File: config.mk
export PLATFORM = sky130hd
export DESIGN_NAME = vga_timing_gen
export DESIGN_NICKNAME = d
export VERILOG_FILES = /design/src/rtl/vga_timing_gen.sv
export SDC_FILE = /design/constraint.sdc
export NUM_CORES = 1
export LEC_CHECK = 0
export BUFFER_PORTS_ARGS = -buffer_cell sky130_fd_sc_hd__buf_2
export CORE_MARGIN = 8
export CORE_UTILIZATION = 59
export CTS_BUF_LIST = sky130_fd_sc_hd__clkbuf_16
export CTS_CLUSTER_DIAMETER = 150
export DETAILED_ROUTE_END_ITERATION = 12
export PLACE_DENSITY = 0.84
export SLEW_MARGIN = 20
export SYNTH_ARGS = -nofsm -noshare
export SYNTH_HDL_FRONTEND = slang
export SYNTH_SLANG_ARGS = --single-unit
File: constraint.sdc
create_clock -name vga_clk -period 6.3 [get_ports vga_clk]
set_input_delay 0.315 -clock vga_clk [delete_from_list [all_inputs] [get_ports vga_clk]]
set_output_delay 0.315 -clock vga_clk [all_outputs]
set_load 0.02 [all_outputs]
File: src/rtl/vga_timing_gen.sv
// 640x480@60 raster timing source: pixel position, active-low syncs, visible flag, frame pulse/count.
// Define VGA_SYNC_DELAY_EN to delay hs/vs/blank by two clocks for a ROM + colour-register draw stage.
module vga_timing_gen #(
    parameter int H_VISIBLE = 640,
    parameter int H_FRONT   = 16,
    parameter int H_SYNC    = 96,
    parameter int H_BACK    = 48,
    parameter int V_VISIBLE = 480,
    parameter int V_FRONT   = 10,
    parameter int V_SYNC    = 2,
    parameter int V_BACK    = 33
) (
    input  logic       vga_clk,
    input  logic       reset,
    output logic [9:0] DrawX,
    output logic [9:0] DrawY,
    output logic       hs,
    output logic       vs,
    output logic       blank,
    output logic       frame_start,
    output logic [7:0] frame_count
);

    // Totals must fit the 10-bit position counters (<= 1024).
    localparam int H_TOTAL = H_VISIBLE + H_FRONT + H_SYNC + H_BACK;
    localparam int V_TOTAL = V_VISIBLE + V_FRONT + V_SYNC + V_BACK;

    localparam logic [9:0] H_LAST   = 10'(H_TOTAL - 1);
    localparam logic [9:0] V_LAST   = 10'(V_TOTAL - 1);
    localparam logic [9:0] H_VIS    = 10'(H_VISIBLE);
    localparam logic [9:0] V_VIS    = 10'(V_VISIBLE);
    localparam logic [9:0] HS_FIRST = 10'(H_VISIBLE + H_FRONT);
    localparam logic [9:0] HS_LAST  = 10'(H_VISIBLE + H_FRONT + H_SYNC - 1);
    localparam logic [9:0] VS_FIRST = 10'(V_VISIBLE + V_FRONT);
    localparam logic [9:0] VS_LAST  = 10'(V_VISIBLE + V_FRONT + V_SYNC - 1);

    logic [9:0] x_q, x_d;
    logic [9:0] y_q, y_d;
    logic       hs_q, hs_d;
    logic       vs_q, vs_d;
    logic       blank_q, blank_d;
    logic       fs_q, fs_d;
    logic [7:0] fc_q, fc_d;

    // Flags are decoded from the next position so that, once registered,
    // they describe exactly the DrawX/DrawY value held alongside them.
    always_comb begin
        x_d = (x_q == H_LAST) ? 10'd0 : x_q + 10'd1;
        y_d = y_q;
        if (x_q == H_LAST) begin
            y_d = (y_q == V_LAST) ? 10'd0 : y_q + 10'd1;
        end
        hs_d    = !((x_d >= HS_FIRST) && (x_d <= HS_LAST));
        vs_d    = !((y_d >= VS_FIRST) && (y_d <= VS_LAST));
        blank_d = (x_d < H_VIS) && (y_d < V_VIS);
        fs_d    = (x_d == 10'd0) && (y_d == 10'd0);
        fc_d    = fs_d ? fc_q + 8'd1 : fc_q;
    end

    // NOTE: sequential state uses non-blocking assignments so every register
    // samples the pre-edge values, independent of statement order.
    always_ff @(posedge vga_clk or posedge reset) begin
        if (reset) begin
            x_q     <= H_LAST;
            y_q     <= V_LAST;
            hs_q    <= 1'b1;
            vs_q    <= 1'b1;
            blank_q <= 1'b0;
            fs_q    <= 1'b0;
            fc_q    <= 8'hFF;
        end else begin
            x_q     <= x_d;
            y_q     <= y_d;
            hs_q    <= hs_d;
            vs_q    <= vs_d;
            blank_q <= blank_d;
            fs_q    <= fs_d;
            fc_q    <= fc_d;
        end
    end

    assign DrawX       = x_q;
    assign DrawY       = y_q;
    assign frame_start = fs_q;
    assign frame_count = fc_q;

`ifdef VGA_SYNC_DELAY_EN
    // Bit 0 is the first delay stage, bit 1 drives the port.
    logic [1:0] hs_pipe_q, vs_pipe_q, blank_pipe_q;

    always_ff @(posedge vga_clk or posedge reset) begin
        if (reset) begin
            hs_pipe_q    <= 2'b11;
            vs_pipe_q    <= 2'b11;
            blank_pipe_q <= 2'b00;
        end else begin
            hs_pipe_q    <= {hs_pipe_q[0], hs_q};
            vs_pipe_q    <= {vs_pipe_q[0], vs_q};
            blank_pipe_q <= {blank_pipe_q[0], blank_q};
        end
    end

    assign hs    = hs_pipe_q[1];
    assign vs    = vs_pipe_q[1];
    assign blank = blank_pipe_q[1];
`else
    assign hs    = hs_q;
    assign vs    = vs_q;
    assign blank = blank_q;
`endif

endmodule
# After elaboration in Yosys (flattened, before gate mapping)
# Index checks and enable logic that the tools add are counted.
[totals]
regBits = 32
input_bits = 2
out_inout_bits = 32
word_cells = 29
[classes]
addsub = 3
order_cmp = 6
n_eq_ne = 2
muxes = 3
n_reduce_logical = 8
[ops]
columns = ["cell", "n"]
rows = [
  ["two-way mux 10 bit", 3],
  ["adder 10 x 1 -> 10 bit (second input constant)", 2],
  ["== test 10 bit (second input constant)", 2],
  ["logical NOT 10 bit", 2],
  ["greater-or-equal comparator 10 bit (second input constant)", 1],
  ["greater-or-equal comparator 10 x 9 -> 1 bit (second input constant)", 1],
  ["less-or-equal comparator 10 bit (second input constant)", 1],
  ["less-or-equal comparator 10 x 9 -> 1 bit (second input constant)", 1],
  ["less-than comparator 10 bit (second input constant)", 1],
  ["less-than comparator 10 x 9 -> 1 bit (second input constant)", 1],
  ["adder 8 x 1 -> 8 bit (second input constant)", 1],
  ["logical AND 1 bit", 4],
  ["logical NOT 1 bit", 2],
]

# Longest topological paths before layout
# Gate-level depths: netlist of the first run.
[logic_depth]
depth_word = 6
depth_mapped = 10
depth_no_buf = 9

# Worst setup path after synthesis of the first run
# Ideal clock, no wire load.
[synth_timing]
kind = "reg2reg"
startpoint = "register x_q[0] (netlist: DrawX[0])"
endpoint = "register fc_q[1] (netlist: frame_count[1])"
setup_ps = 82
arrival_ps = 3036
t_required_ps = 6218
setup_slack_ps = 3181
path_stages_with_launch = 10
n_path_buf = 1
synth_period_minus_slack_ps = 3119
cell_sequence = "dfstp_2 -> ha_1 -> nand4_4 -> nor4_1 -> xor2_1 -> a2111o_1 -> or4_1 -> buf_6 -> or2_4 -> mux2_4"
[synth_via]
elab_chain_cells = 4
elab_cells_between_ends = 7
classes_between = "add/sub (1); eq/ne (1); mux (2); reduce/logical (3)"
[synth_rtl]
columns = ["item", "line", "source"]
rows = [
  ["from (decl)", "37", "logic [9:0] x_q, x_d;"],
  ["from (signal assigned)", "64", "x_q <= H_LAST;"],
  ["from (signal assigned)", "72", "x_q <= x_d;"],
  ["== test 10 bit", "50", "if (x_q == H_LAST) begin"],
  ["two-way mux 10 bit", "50", ""],
  ["named net y_d[6]", "38", "logic [9:0] y_q, y_d;"],
  ["logical NOT 10 bit", "56", "fs_d = (x_d == 10'd0) && (y_d == 10'd0);"],
  ["logical AND 1 bit", "56", ""],
  ["to (signal assigned)", "70", "fc_q <= 8'hFF;"],
  ["to (signal assigned)", "78", "fc_q <= fc_d;"],
  ["to (decl)", "43", "logic [7:0] fc_q, fc_d;"],
]
# The timed path passes the listed nets, and every way through them passes these cells.
# A chain may end at the register's enable or synchronous reset.

# Worst setup path after layout of the first run
[layout_timing]
startpoint = "register x_q[0] (netlist: DrawX[0])"
endpoint = "register fc_q[1] (netlist: frame_count[1])"
[layout_via]
elab_chain_cells = 4
elab_cells_between_ends = 7
classes_between = "add/sub (1); eq/ne (1); mux (2); reduce/logical (3)"
[layout_rtl]
columns = ["item", "line"]
rows = [
  ["adder 10 x 1 -> 10 bit or == test 10 bit (tied branches)", "48, 50"],
  ["two-way mux 10 bit, on equally long branches", "48, 50"],
  ["logical NOT 10 bit", "56"],
  ["logical AND 1 bit *", "56"],
]
# Mark *: on every way between the ends. The rest lies on a longest branch, timed or not.

==> results of run 1 <==
## how the worst max path moves through the flow
stage	from	end	slack, ns	depth (start not counted)
floorplan	DrawX[0]	frame_count[1]	3.18	9
global placement	DrawX[0]	frame_count[1]	3.10	8
detailed placement	DrawX[0]	frame_count[1]	2.95	8
CTS	DrawX[0]	frame_count[1]	2.94	8
global route	DrawX[0]	frame_count[1]	2.77	8
finish	DrawX[0]	frame_count[1]	2.94	8
## worst min-delay path, stage by stage
cell and delay (ns):
buf_2 0.09, inv_1 0.04, buf_4 0.36
## state kept, by name (all words and copies together) (netlist names)
signal	cells
frame_start	1
hs	1
vs	1
blank	1
frame_count	8
DrawX	10
DrawY	10
## power by group through the flow
| stage | registers (W) | clock network [W] | logic (W) |
|---|---|---|---|
| 3_3_place_gp | 0.000209 | 0 | 0.00000459 |
| 5_1_grt | 0.000206 | 0.000279 | 0.00000562 |
| 2_1_floorplan | 0.000209 | 0 | 0.00000292 |
| 6_report | 0.000206 | 0.000268 | 0.00000461 |
| 4_1_cts | 0.000206 | 0.000270 | 0.00000493 |
| 3_5_place_dp | 0.000209 | 0 | 0.00000490 |
## metal layers
layer | up-vias | wire length, um
met3 | 5 | 388
met5 | - | 0
met2 | 62 | 2190
li1 | 745 | -
met1 | 764 | 1750
met4 | 0 | 38
## cells by family after synthesis
kind of cell    count (synthesis)
simple gates                   84
flops                          32
compound gates                 25
buf+inv                        20
xor+xnor                       17
fa+ha+maj                       5
mux                             2
## final cells by class
class                   count  share of cell area (%)
multi-input cells         133                    43.1
flip-flops and latches     32                    37.1
repair buffers             34                    7.76
clock buffers               5                    5.62
well taps                  44                    2.47
inverters                  13                    2.19
clock inverters             3                    1.74
## layout by cell type, fill, tap and decap left out, types with 2 or more instances in the layout
cell type and instances:
nand2_1 15, dfrtp_1 12, o31ai_1 2, nor4_2 3, nor3_1 10, ha_1 5, nor4_1 3, or4_1 3
and3_1 2, nand2b_1 2, xor2_1 9, inv_1 14, buf_2 33, o21ai_0 6, a211oi_1 4, xnor2_1 8
a21oi_1 2, dfstp_2 20, nand3_1 13, nor2_1 9, nand4_1 10, a31oi_1 2, o41ai_1 2, clkbuf_16 5
## through the flow
step / utilization, % / hold WS [ns]
2_1_floorplan: - / 0.416
3_3_place_gp: 67.5 / 0.401
3_5_place_dp: 67.5 / 0.423
4_1_cts: 72.9 / 0.130
5_1_grt: 72.9 / 0.177
6_report: 72.9 / 0.114
==> results.cfg, run 1 <==
[route]
viasPerCell = 5.97
dr.pass1.iters = 4
ant_nets = 0
drt_wl_total_mm = 4.36
wl_per_cell_um = 16.5
remaining_drc_errors = 0
drt-initial-drc-count = 89
vias = 1576

[setup_path]
worstSetupPathType = flop to flop
reg2reg_depth = 8
worst-endpoint-required_ns = 6.50
worstPathCellList = ha_1 -> nand4_4 -> nor3_4 -> o21ai_2 -> a2111o_1 -> or4_1 -> or2_4 -> mux2_4
cpMaxStageDelayCell = dfstp_2
cp_num_buf_inv = 0
arrival_ns = 3.56
crit_family = simple AND/OR/NAND/NOR gates
worstSetupStartpointType = flop
r2r_start = DrawX[0]
rrSetupSlack_ns = 2.94
endpoint_kind = flop
path_max_fanout = 10
rr_endpoint = frame_count[1]
slowest_delay_ns = 0.59

[placement]
dp_hpwl_mm = 3.22
dp_cells = 256
place.gp.congestion = 0.884
postPlaceCellArea_sq_um = 2060
port_buffers = 33
place_ws_ns = 2.95

[power]
swShare_pct = 18.4
seqPwrFrac_pct = 43.1
power_switching_w = 0.0000880
clkPwrFrac_pct = 55.9
peakVddDrop_mv = 0.139
leakage_nw = 0.979
comb_power_share_pct = 1.0
p_per_area_nw_per_um2 = 215
p_int_w = 0.000391
total_power_w = 0.000479

[timing]
rsz0062_at_grt = false
finalCriticalPeriod_ns = 3.36
tns_ns = 0
slew_headroom_pct = 64.2
fin_crit_sh_pct = 53.4
tightest_slew_ns = 0.535
max_freq_mhz = 297
slew_viol_final = 0
setup_ws_ns = 2.94
finalHoldViolations = 0
setup_viol = 0
fin_worst_skew_ns = 0.00445

[global_routing]
grt_pass1_wl_mm = 7.25
grt_util_met3_pct = 6.89
grt_max_degree = 33
antenna_found_initial = 0
grt_pass1_vias = 1553
grtUsageTotal_pct = 17.6
grt-ovfl-total = 0
use_met2_pct = 29.4
use_met1_pct = 20.0
busiest_layer = met2

[logic_synthesis]
synth_cell_types = 48
syn_area_sq_um = 1890
synthSimpleGateAreaFrac_pct = 28.7
synth_compound_area_share_pct = 9.55
yosys.area.top_type = dfstp_2
synthCells = 185
synthMuxAreaShare_pct = 1.39
ys_ff_latch = 32
synth_top_area_share_pct = 27.9
async_reset_ff_share_pct = 100
synth_xor_area_share_pct = 7.89
avgSynthCellArea_sq_um = 10.2
yosysSeqAreaShare_pct = 43.8
syn-num-nets = 192
post-synth-top-count-cell = dfstp_2
yosys-top-cells-count = 20 x dfstp_2, 15 x nand2_1, 13 x inv_1, 13 x nand3_1, 12 x dfrtp_1
yosys.area_share.adder_pct = 3.32
synth_edf_count = 0
yosysWarnings = 0
synth_top_family_by_area = simple AND/OR/NAND/NOR gates
yosys-top-cells-area = dfstp_2 28%, dfrtp_1 16%, xor2_1 4.2%
yosys_most_used_dff = dfstp_2

[cells_and_area]
multi_input_area_sq_um = 960
insertedDiodeCount = 0
nets = 226
final_cells = 264
drive_gt1_share_pct = 35.5
area_delta_synth_final_pct = 18.0
num-fill-cells = 249
regArea_sq_um = 826
fin_area_sq_um = 2230

[flow_run]
max_cap_violations = 0

[clocking]
clk_latency_ns = 0.28
cts_tree = built
cts_resized = 0
cts_buffers = 5
cts.hold.buffers_added = 0
htreeDepth = 2
clock-root-buffer = clkbuf_16
clock_path_buffers = 2
post-cts-setup-buffer-count = 0
clock_sinks = 32
clkTransAtPathRegs_ns = 0.05

[die]
ios = 34
die_area_sq_um = 5260
core-area_sq_um = 3050
die_w_um = 72.6
fp.dieH_um = 72.6
rows = 20
initial_core_util_pct = 61.8

[hold_path]
hold_path.class = primary input to async pin

[status]
status = finished clean
No activity file was read; power rests on OpenSTA's default activity.
==> run 2: changes to the inputs <==
--- a/config.mk
+++ b/config.mk
@@ -7,11 +7,11 @@
 export LEC_CHECK = 0
 export BUFFER_PORTS_ARGS = -buffer_cell sky130_fd_sc_hd__buf_2
 export CORE_MARGIN = 8
-export CORE_UTILIZATION = 59
+export CORE_UTILIZATION = 55
 export CTS_BUF_LIST = sky130_fd_sc_hd__clkbuf_16
 export CTS_CLUSTER_DIAMETER = 150
 export DETAILED_ROUTE_END_ITERATION = 12
-export PLACE_DENSITY = 0.84
+export PLACE_DENSITY = 0.79
 export SLEW_MARGIN = 20
 export SYNTH_ARGS = -nofsm -noshare
 export SYNTH_HDL_FRONTEND = slang
==> constraint.sdc (replaced) <==
create_clock -name vga_clk -period 3.4 [get_ports vga_clk]
set_input_delay 0.17 -clock vga_clk [delete_from_list [all_inputs] [get_ports vga_clk]]
set_output_delay 0.17 -clock vga_clk [all_outputs]
set_load 0.02 [all_outputs]
==> run 2 against run 1 <==
Against the previous run: flip-flop and latch count is the same; final area grew 1.3%; setup slack lost 2.6 ns; cell count grew 3.0%; clock power grew 60%; via count shrank 1.1%; fmax grew 8.0%; wire length shrank 4.0%; sequential share of layout area shrank 0.49 points; total power grew 72%; die area grew 5.6%.
==> results.cfg, run 2 (synthesis gave the netlist of run 1 again) <==
[global_routing]
grt_max_degree = 33
use_met1_pct = 20.5
busiest_layer = met2
grt_pass1_wl_mm = 6.93
grtUsageTotal_pct = 16.2
antenna_found_initial = 0
use_met2_pct = 24.8
grt_util_met3_pct = 5.26
grt-ovfl-total = 0
grt_pass1_vias = 1474

[timing]
max_freq_mhz = 321
rsz0062_at_grt = false
fin_crit_sh_pct = 91.6
finalHoldViolations = 0
slew_headroom_pct = 67.8
fin_worst_skew_ns = 0.00587
setup_ws_ns = 0.286
tns_ns = 0
slew_viol_final = 0
finalCriticalPeriod_ns = 3.11
setup_viol = 0
tightest_slew_ns = 0.482

[setup_path]
cpMaxStageDelayCell = dfstp_2
worst-endpoint-required_ns = 3.61
path_max_fanout = 8
worstPathCellList = ha_1 -> nand4_4 -> nor4_1 -> xor2_1 -> a2111o_1 -> or4_1 -> buf_4 -> nor4_2 -> xor2_1
rr_endpoint = frame_count[6]
r2r_start = DrawX[0]
rrSetupSlack_ns = 0.29
worstSetupStartpointType = flop
worstSetupPathType = flop to flop
critPathMostFrequentCell = xor2_1
reg2reg_depth = 9
arrival_ns = 3.32
slowest_delay_ns = 0.58
endpoint_kind = flop

[die]
fp.dieH_um = 74.6
core-area_sq_um = 3310
die_w_um = 74.6
initial_core_util_pct = 57.0
rows = 21
ios = 34
die_area_sq_um = 5560

[route]
wl_per_cell_um = 15.4
remaining_drc_errors = 0
drt-initial-drc-count = 155
vias = 1558
viasPerCell = 5.73
dr.pass1.iters = 4
drt_wl_total_mm = 4.19
ant_nets = 0

[clocking]
clkTransAtPathRegs_ns = 0.05
clock_sinks = 32
cts_tree = built
htreeDepth = 2
clock_path_buffers = 2
cts_buffers = 5
clock-root-buffer = clkbuf_16
clk_latency_ns = 0.28
cts_resized = 0

[cells_and_area]
area_delta_synth_final_pct = 19.6
final_cell_mix = 33 x buf_2, 20 x dfstp_2, 15 x nand2_1
fin_area_sq_um = 2260
insertedDiodeCount = 0
drive_gt1_share_pct = 37.2
nets = 232
final_common_cell = buf_2

[power]
leakage_nw = 0.998
peakVddDrop_mv = 0.259
p_per_area_nw_per_um2 = 364

[placement]
place_ws_ns = 0.369
postPlaceCellArea_sq_um = 2100
dp_hpwl_mm = 3.07
place.gp.congestion = 0.923
port_buffers = 33

[hold_path]
hold_path.class = primary input to async pin

[flow_run]
max_cap_violations = 0

[status]
status = finished clean
## run 2: worst max path at each step
stage	from	end	cells past startpoint
after floorplan	DrawX[0]	frame_count[1]	9
after global placement	DrawX[0]	frame_count[6]	9
after detailed placement	DrawX[0]	frame_count[6]	9
after CTS	DrawX[0]	frame_count[6]	9
after global routing	DrawX[0]	frame_count[4]	9
final	DrawX[0]	frame_count[6]	9
## run 2: cell type report
type	instances	area, sq um
flip-flops and latches	32	826
clock buffers	5	125
repair buffers	40	220
clock inverters	3	18.8
inverters	13	48.8
well taps	46	57.6
fillers	278	1050
multi-input cells	133	960
## run 2: power by group
part	internal (W)	total (W)	leakage, nW	switching, W
logic	0.00000200	0.00000917	0.560	0.00000717
clock network	0.000269	0.000430	0.0736	0.000161
registers	0.000382	0.000382	0.365	0
## run 2: per-stage QoR
stage	hold slack [ns]	utilization, %	total power [W]	cells
floorplan	0.271	-	0.000393	185
global placement	0.263	63.5	0.000397	263
detailed placement	0.267	63.5	0.000397	263
CTS	0.512	68.1	0.000828	272
global route	0.519	68.1	0.000846	272
finish	0.507	68.1	0.000822	272
## run 2: repair_timing
item	CTS	global route
setup buffers	0	0
hold buffers	1	0
hold endpoints to repair	12	0
## run 2: per-layer routing
layer  vias up  share of wire [%]
li1        763                  -
met1       727                 44
met2        61                 46
met3         7                8.8
met4         0                1.4
met5         -                  0
## run 2: critical path, delay by kind of cell, from the launching register on
kind                     cells  cell delay (ns)
AO/OA/AOI/OAI                1             0.39
flip-flops                   1             0.58
AND/OR/NAND/NOR              4             1.28
buffers and inverters        1             0.18
XOR/XNOR                     2             0.38
adder cells (fa/ha/maj)      1             0.22
==> run 3: changes to the inputs <==
--- a/config.mk
+++ b/config.mk
@@ -11,6 +11,7 @@
 export CTS_BUF_LIST = sky130_fd_sc_hd__clkbuf_16
 export CTS_CLUSTER_DIAMETER = 150
 export DETAILED_ROUTE_END_ITERATION = 12
+export GPL_TIMING_DRIVEN = 0
 export PLACE_DENSITY = 0.79
 export SLEW_MARGIN = 20
 export SYNTH_ARGS = -nofsm -noshare
==> run 3 against run 2 <==
Against the previous run: the flow now finishes with violations (hold timing); fmax shrank 5.0%; non-clock buffer count grew 1; sequential power is essentially flat; clock skew shrank 0.0033 ns; critical endpoint is now frame_count[1].
==> results.cfg, run 3 (synthesis gave the netlist of run 1 again) <==
[setup_path]
cpMaxStageDelayCell = dfstp_2
worst-endpoint-required_ns = 3.61
path_max_fanout = 8
arrival_ns = 3.48
worstSetupPathType = flop to flop
worstPathCellList = ha_1 -> nand4_4 -> nor4_1 -> xor2_1 -> a2111o_1 -> or4_1 -> buf_6 -> or2_4 -> mux2_4
endpoint_kind = flop
slowest_delay_ns = 0.59
worstSetupStartpointType = flop

[die]
ios = 34
rows = 21
die_area_sq_um = 5560
initial_core_util_pct = 57.0
fp.dieH_um = 74.6
die_w_um = 74.6
core-area_sq_um = 3310

[route]
vias = 1569
remaining_drc_errors = 0
viasPerCell = 5.75
dr.pass1.iters = 4
drt-initial-drc-count = 158
drt_wl_total_mm = 4.10
ant_nets = 0
wl_per_cell_um = 15.0

[clocking]
cts_resized = 0
cts_buffers = 5
clk_latency_ns = 0.28
clkTransAtPathRegs_ns = 0.05
cts_tree = built
clock_path_buffers = 2
clock_sinks = 32
cts.hold.buffers_added = 0
htreeDepth = 2
clock-root-buffer = clkbuf_16

[flow_run]
max_cap_violations = 0

[placement]
dp_cells = 264
postPlaceCellArea_sq_um = 2110
place_ws_ns = 0.118
dp_hpwl_mm = 2.96
port_buffers = 33
place.gp.congestion = 0.849

[timing]
fin_worst_skew_ns = 0.00257
rsz0062_at_grt = false
finalHoldViolations = 12
finalCriticalPeriod_ns = 3.28
tns_ns = 0
worst_hold_slack_ns = -0.0148
tightest_slew_ns = 0.659
fin_crit_sh_pct = 96.4
max_freq_mhz = 305
slew_viol_final = 0
setup_viol = 0
slew_headroom_pct = 56.0
setup_ws_ns = 0.122

[cells_and_area]
insertedDiodeCount = 0
area_delta_synth_final_pct = 19.8
drive_gt1_share_pct = 38.3
nets = 233
final_cell_mix = 36 x buf_2, 20 x dfstp_2, 15 x nand2_1
final_cells = 273
final_common_cell = buf_2
num-fill-cells = 273
utilization_pct = 68.3
fin_area_sq_um = 2260

[global_routing]
grt_pass1_wl_mm = 6.78
antenna_found_initial = 0
grtUsageTotal_pct = 15.7
grt_max_degree = 33
grt-ovfl-total = 0
grt_pass1_vias = 1466

[power]
peakVddDrop_mv = 0.277
p_per_area_nw_per_um2 = 363
leakage_nw = 1.01

[hold_path]
hold_path.class = primary input to async pin

[status]
status = complete, but fails checks
violations = hold timing
==> run 3: cell types whose count changed in the layout (fill, tap and decap cells not counted), sizes merged <==
cell,change
buf,+2
dlygate4sd3,-1
==> run 3: worst max-delay path, delay by kind of cell (launching register included) <==
family / cells / cell delay [ns]
AOI/OAI and AO/OA: 1 / 0.37
xor gates and xnor gates: 1 / 0.19
adders and majority gates: 1 / 0.35
buffers and inverters: 1 / 0.16
DFF: 1 / 0.59
muxes: 1 / 0.30
and+or+nand+nor: 4 / 1.25
==> run 3: power breakdown <==
part           switching [W]  internal, W
Clock               0.000160     0.000269
Sequential                 0     0.000382
Combinational     0.00000722  0.000000521
==> run 3: path summary, 6_finish.rpt <==
path                       cells past startpoint      startpoint  slack, ns             end
max                                            9        DrawX[0]       0.12  frame_count[1]
min                                            2           reset      -0.01        DrawX[7]
max reg2reg                                    9        DrawX[0]       0.12  frame_count[1]
min reg2reg                                    1  frame_count[0]       0.51  frame_count[0]
max in group asynchronous                      2           reset       2.99        DrawY[0]
min in group vga_clk                           1  frame_count[0]       0.51  frame_count[0]
==> run 3: area by class of cell <==
cell class / instances / area [sq um] / share of cell area (%)
multi-input combinational: 133 / 960 / 42.4
tap: 46 / 57.6 / 2.55
clock buffer: 5 / 125 / 5.53
timing repair buffer: 34 / 173 / 7.64
inverter: 13 / 48.8 / 2.16
sequential: 32 / 826 / 36.5
clock inverter: 3 / 18.8 / 0.830
buffer: 7 / 52.6 / 2.32
==> run 3: through the flow <==
stage	power [W]	hold slack, ns
after detailed placement	0.000396	0.507
after global placement	0.000396	0.500
final	0.000820	-0.0148
after floorplan	0.000393	0.271
after global routing	0.000844	0.0429
after CTS	0.000829	0.236
==> run 3: repair_timing <==
item	CTS	global route
endpoints found under the hold margin	0	0
setup endpoints to repair	0	2
setup buffers	0	1
==> run 3: layer usage <==
layer | track usage (%) | part of all wire [%] | vias up
met5 | 0 | 0 | -
met4 | 6.09 | 1.0 | 0
met3 | 4.31 | 7.5 | 4
met2 | 23.2 | 44 | 51
met1 | 21.0 | 47 | 752
li1 | - | - | 762
